--- src/rtl/float_accumulator_sp.sv ---
// Single-precision running accumulator: a five-state sequencer walks each accepted
// addend through align, add, normalise and pack (truncating, saturating) against the held sum.
module float_accumulator_sp #(
  parameter int DATA_W = 32
) (
  input  logic              i_CLK,
  input  logic              i_RST_N,
  input  logic              i_VALID,
  input  logic [DATA_W-1:0] i_FLOAT_WORD,
  input  logic              i_INVALID,
  input  logic              i_CLEAR,
  output logic              o_READY,
  output logic [DATA_W-1:0] o_ACC_WORD,
  output logic              o_DONE,
  output logic              o_OVERFLOW,
  output logic [15:0]       o_COUNT
);

  typedef enum logic [2:0] {IDLE, ALIGN, ADD, NORM, PACK} state_t;

  state_t state_q, state_d;
  logic   accept;

  logic [DATA_W-1:0]  addend_p0;
  logic               inv_p0;
  logic               sign_a_p1, sign_b_p1;
  logic [7:0]         exp_p1;
  logic [23:0]        sig_a_p1, sig_b_p1;
  logic               sign_p2;
  logic [7:0]         exp_p2;
  logic [24:0]        sum_p2;
  logic               sign_p3, zero_p3;
  logic signed [9:0]  exp_p3;
  logic [23:0]        man_p3;

  logic [7:0]         exp_a, exp_b, exp_big;
  logic [23:0]        al_a, al_b;
  logic               sgn_add;
  logic [24:0]        sum_add;
  logic [4:0]         lz;
  logic signed [9:0]  exp_norm;
  logic [23:0]        man_norm;
  logic [32:0]        packed_res;

  function automatic logic [23:0] unpack_sig(input logic [31:0] w);
    return (w[30:23] == 8'd0) ? 24'd0 : {1'b1, w[22:0]};
  endfunction

  function automatic logic [23:0] shr_sig(input logic [23:0] s, input logic [7:0] d);
    return (d >= 8'd24) ? 24'd0 : (s >> d);
  endfunction

  function automatic logic [4:0] lzc24(input logic [23:0] v);
    lzc24 = 5'd24;
    for (int i = 0; i < 24; i++)
      if (v[i]) lzc24 = 5'(23 - i);
  endfunction

  // Returns {overflow, word}: truncated result, flushed to +0 on underflow, clamped to max finite.
  function automatic logic [32:0] sat_pack(input logic sgn, input logic signed [9:0] e,
                                           input logic [22:0] m, input logic z);
    if (z || e <= 10'sd0)
      return 33'd0;
    if (e >= 10'sd255)
      return {1'b1, sgn, 31'h7F7FFFFF};
    return {1'b0, sgn, e[7:0], m};
  endfunction

  always_ff @(posedge i_CLK) begin
    if (!i_RST_N || i_CLEAR)
      state_q <= IDLE;
    else
      state_q <= state_d;
  end

  always_comb begin
    state_d = state_q;
    case (state_q)
      IDLE:    if (accept) state_d = ALIGN;
      ALIGN:   state_d = ADD;
      ADD:     state_d = NORM;
      NORM:    state_d = PACK;
      PACK:    state_d = IDLE;
      default: state_d = IDLE;
    endcase
  end

  always_comb begin
    o_READY = (state_q == IDLE) && i_RST_N && !i_CLEAR;
    accept  = i_VALID && o_READY;
  end

  // Stage p1: align the smaller-exponent significand to the larger exponent
  always_comb begin
    exp_a = o_ACC_WORD[30:23];
    exp_b = addend_p0[30:23];
    if (exp_a >= exp_b) begin
      exp_big = exp_a;
      al_a    = unpack_sig(o_ACC_WORD);
      al_b    = shr_sig(unpack_sig(addend_p0), exp_a - exp_b);
    end else begin
      exp_big = exp_b;
      al_a    = shr_sig(unpack_sig(o_ACC_WORD), exp_b - exp_a);
      al_b    = unpack_sig(addend_p0);
    end
  end

  // Stage p2: signed-magnitude add; exact cancellation gives +0
  always_comb begin
    if (sign_a_p1 == sign_b_p1) begin
      sum_add = {1'b0, sig_a_p1} + {1'b0, sig_b_p1};
      sgn_add = sign_a_p1;
    end else if (sig_a_p1 >= sig_b_p1) begin
      sum_add = {1'b0, sig_a_p1 - sig_b_p1};
      sgn_add = sign_a_p1;
    end else begin
      sum_add = {1'b0, sig_b_p1 - sig_a_p1};
      sgn_add = sign_b_p1;
    end
    if (sum_add == 25'd0)
      sgn_add = 1'b0;
  end

  // Stage p3: single-cycle normalise, exponent widened to signed 10 bits
  always_comb begin
    lz = lzc24(sum_p2[23:0]);
    if (sum_p2[24]) begin
      man_norm = sum_p2[24:1];
      exp_norm = signed'({2'b00, exp_p2}) + 10'sd1;
    end else begin
      man_norm = sum_p2[23:0] << lz;
      exp_norm = signed'({2'b00, exp_p2}) - signed'({5'b00000, lz});
    end
  end

  always_comb packed_res = sat_pack(sign_p3, exp_p3, man_p3[22:0], zero_p3);

  always_ff @(posedge i_CLK) begin
    if (accept) begin
      addend_p0 <= i_INVALID ? '0 : i_FLOAT_WORD;
      inv_p0    <= i_INVALID;
    end
    if (state_q == ALIGN) begin
      sign_a_p1 <= o_ACC_WORD[31];
      sign_b_p1 <= addend_p0[31];
      exp_p1    <= exp_big;
      sig_a_p1  <= al_a;
      sig_b_p1  <= al_b;
    end
    if (state_q == ADD) begin
      sign_p2 <= sgn_add;
      exp_p2  <= exp_p1;
      sum_p2  <= sum_add;
    end
    if (state_q == NORM) begin
      sign_p3 <= sign_p2;
      exp_p3  <= exp_norm;
      man_p3  <= man_norm;
      zero_p3 <= (sum_p2 == 25'd0);
    end
  end

  always_ff @(posedge i_CLK) begin
    if (!i_RST_N || i_CLEAR) begin
      o_ACC_WORD <= '0;
      o_DONE     <= 1'b0;
      o_OVERFLOW <= 1'b0;
      o_COUNT    <= 16'd0;
    end else begin
      o_DONE <= (state_q == PACK);
      if (accept)
        o_COUNT <= o_COUNT + 16'd1;
      if (state_q == PACK && !inv_p0) begin
        o_ACC_WORD <= packed_res[31:0];
        if (packed_res[32])
          o_OVERFLOW <= 1'b1;
      end
    end
  end

endmodule

--- config.mk ---
export PLATFORM = sky130hd
export DESIGN_NAME = float_accumulator_sp
export DESIGN_NICKNAME = d
export VERILOG_FILES = /design/src/rtl/float_accumulator_sp.sv
export SDC_FILE = /design/constraint.sdc
export NUM_CORES = 1
export LEC_CHECK = 0
export CORE_ASPECT_RATIO = 0.7
export CORE_MARGIN = 3
export CORE_UTILIZATION = 65
export DETAILED_ROUTE_END_ITERATION = 10
export PLACE_DENSITY_LB_ADDON = 0.15
export SYNTH_ARGS = -nofsm -noshare
export SYNTH_HDL_FRONTEND = slang
export SYNTH_SLANG_ARGS = --single-unit
--- constraint.sdc ---
create_clock -name i_CLK -period 12 [get_ports i_CLK]
set_input_delay 1.8 -clock i_CLK [delete_from_list [all_inputs] [get_ports i_CLK]]
set_output_delay 1.8 -clock i_CLK [all_outputs]
set_load 0.01 [all_outputs]
==> summary.txt <==
Run status
  – Status: finished clean

STA
  – Final Hold Fails: 0
  – Setup TNS: 0 ns
  – Clock skew: 0.0209 ns
  – Final period util: a little under half
  – Fmax: 174 MHz
  – Setup ws final: roughly 6.2 ns
  – Min cycle time layout: roughly 5.8 ns
  – Hold Slack: 0.419 ns
  – Relative max-transition margin: between 10 and 15%
  – Worst Tran Pin Value: 1.32 ns
  – Slew Limit Fails: 0
  – RSZ-0062 raised after global routing: false
  – Final setup viols: 0

Placement
  – Final HPWL DP: 38400 microns
  – Place WS: 6.27 ns
  – Area post-placement: ~18000 sq um
  – Placer congestion estimate: approximately 1.0
  – PortBufs: just under 90

GRT
  – GRT Overall Usage: approximately 37%
  – Number of global-route vias before repair: 14300
  – First-pass GRT wire length: between 80000 and 90000 microns
  – Largest net degree at the start of global routing: 63
  – Antenna violations before repair: 0
  – GR Overflow Total: 0

Clock network
  – Clock buffer depth: 3
  – CTS tree: done
  – CTS root buffer: clkbuf_16
  – Clock transition at the registers of the reported paths: ~0.060 ns
  – CTS resizes: 0
  – Clk sinks: around 210
  – H-tree Lvls: 1
  – Postcts setup bufs: 0
  – Latest clock arrival within the worst-skew pair: about 0.54 ns
  – Hold_buf cts: 0
  – CTS Buf Count: 23

Power
  – Switch share: 26.0%
  – Pleak: 6.87 nW
  – Total power draw: 1.77 mW
  – Comb pwr share: 12.5%
  – Clock share of power: 41.4%
  – Sw Pwr: between 400 and 500 uW
  – Peak supply drop: between 0.0001 and 0.00015 V
  – Cell Pwr Density: around 96 nW/um^2
  – Power Internal: 1.31 mW
  – Seq pwr share: a little under half

Floorplan
  – Site Rows: 48
  – Die area: around 28000 sq um
  – CORE AREA: approximately 25000 sq um
  – Starting Density: 66.9%
  – I/O pins: approximately 90
  – DIE HEIGHT: around 140 microns
  – Die Width: 198 microns

Routing
  – Vias per inst: about 7.0
  – TritonRoute pass-1 iters: 8
  – DRC: 0
  – Routed Antenna Nets: 0
  – Routed vias: roughly 16000
  – Final wirelength: approximately 53000 microns
  – DR WL/cell: roughly 23 microns
  – Initial DRC Count: ~2800

Logic synthesis
  – Post-Synth XOR/XNOR Area: ~2.7%
  – Fraction of synthesized area in multiplexers: roughly 7.0%
  – Number of flops mapped to enable cells by yosys: 160
  – Seq cells post-synth: 213
  – Sequential-to-total area share from yosys stat: 35.1%
  – Yosys Warn Count: 0
  – Netlist Area Pre-Place: between 15000 and 20000 sq um
  – Simple-gate portion of the synthesized area: ~17%
  – Netlist cell types: 94
  – Syn Inst Count: between 1500 and 2000
  – Synth Net Count: between 2000 and 2500
  – Post-synthesis adder-cell area fraction: under 10%
  – Synthesized area per cell: 8.70 sq um
  – Post-synth top flop: edfxtp_1
  – Largest family of logic cells by synthesized area: compound AO/OA/AOI/OAI gates
  – Compound-Gate Fraction of Synth Area: between 20% and 30%
  – Fraction of registers with async set/reset: 0%

Critical path
  – Maximum fanout along the worst path: 54
  – Critical path type: in2out
  – Critical path endpoint category: primary output
  – Crit path required time: 10.20 ns
  – CP startpoint kind: input port
  – Worst EP arrival: 3.95 ns

Layout
  – Area grow syn2layout: 10.7%
  – ANT cells: 0
  – Final instance area: 18500 sq um
  – Layout cell share with drive strength beyond 1: under 10%
  – Final nets: around 2100

Min path
  – Worst hold-check path type: reg2reg

Flow run
  – Max Cap Violations: 0
## cell families after synthesis
group,count (synthesis)
compound gates,630
simple gates,582
buf+inv,242
flops,213
mux,103
fa+ha+maj,99
xor+xnor,52
## worst max-delay path, cell delays in order
cell	delay [ns]
clkdlybuf4s50_1	0.38
nand2b_2	0.66
nor4_1	0.50
clkdlybuf4s50_1	0.61
## flip-flops by register name (all words and copies together) (netlist names)
signal	flops
sig_b_p1	24
man_p3	23
o_DONE	1
sign_b_p1	1
sign_p3	1
exp_p1	8
sign_a_p1	1
sig_a_p1	24
zero_p3	1
exp_p3	10
sign_p2	1
o_ACC_WORD	32
o_COUNT	16
state_q	3
inv_p0	1
o_OVERFLOW	1
exp_p2	8
addend_p0	32
sum_p2	25
## power groups by stage
stage / clock network [mW] / logic (mW) / registers (mW)
after floorplan: 0 / 0.151 / 0.826
after global placement: 0 / 0.206 / 0.830
after detailed placement: 0 / 0.210 / 0.831
after CTS: 0.740 / 0.212 / 0.815
after global routing: 0.770 / 0.236 / 0.817
final: 0.733 / 0.221 / 0.816
## final timing paths
kind	from	to	slack (ns)	cells past startpoint
max reg2reg	sig_b_p1[17]	sign_p2	7.10	10
max	i_CLEAR	o_READY	6.25	4
min reg2reg	exp_p1[4]	exp_p2[4]	0.42	0
min	exp_p1[4]	exp_p2[4]	0.42	0
## final cells by class
cell class,count,area [sq um]
Inverter,118,443
Sequential cell,213,5870
Multi-Input combinational cell,1466,9920
Clock inverter,15,181
Clock buffer,27,591
Timing Repair Buffer,116,1090
Tap cell,325,407
Fill cell,1833,6490
## metal layers
layer,vias up,global-route usage (%),wire (microns)
met2,1192,53.3,21900
met1,7458,56.1,22300
met3,127,9.76,7230
li1,7119,-,-
met4,0,8.60,1410
met5,-,0,0
## layout by cell type (no fill, tap or decap), types with 23 or more instances in the layout
master and count:
inv_1 117, a211oi_1 30, nor2b_1 54, xnor2_1 31, edfxtp_1 160, mux2i_1 69
ha_1 92, o21ai_0 153, nor2_1 140, nor3_1 41, a21oi_1 172, clkdlybuf4s50_1 87
nand2_1 192, a31oi_1 25, buf_4 29, dfxtp_1 53, clkbuf_16 23, mux2_2 25
## metrics by stage
| stage | utilization, % | instances |
|---|---|---|
| final | 74.0 | 2280 |
| after global routing | 74.0 | 2280 |
| after CTS | 74.0 | 2280 |
| after detailed placement | 70.9 | 2238 |
| after global placement | 70.9 | 2238 |
| after floorplan | - | 1921 |
## cell usage after synthesis, types with 12 or more instances
cell type | n | area, sq um
o31ai_1 | 19 | 143
a21oi_1 | 172 | 861
a211oi_1 | 30 | 225
nor4_1 | 18 | 113
o221ai_1 | 12 | 105
a31oi_1 | 25 | 156
xor2_1 | 19 | 166
edfxtp_1 | 160 | 4800
nor2_1 | 140 | 526
or3_1 | 15 | 93.8
nor2b_1 | 54 | 338
inv_1 | 117 | 439
dfxtp_1 | 53 | 1060
nor3_1 | 41 | 205
nand2_1 | 192 | 721
clkbuf_1 | 93 | 349
nand4_1 | 21 | 131
nand2b_1 | 21 | 131
and2_1 | 12 | 75.1
buf_2 | 17 | 85.1
mux2i_1 | 69 | 691
o21a_1 | 18 | 135
nand3_1 | 22 | 110
o21ai_0 | 153 | 766
a221oi_1 | 12 | 105
a22o_1 | 17 | 149
o211ai_1 | 17 | 128
mux2_2 | 25 | 282
ha_1 | 93 | 1160
a21o_1 | 22 | 165
xnor2_1 | 33 | 289
(Power assumes the default switching activity.)
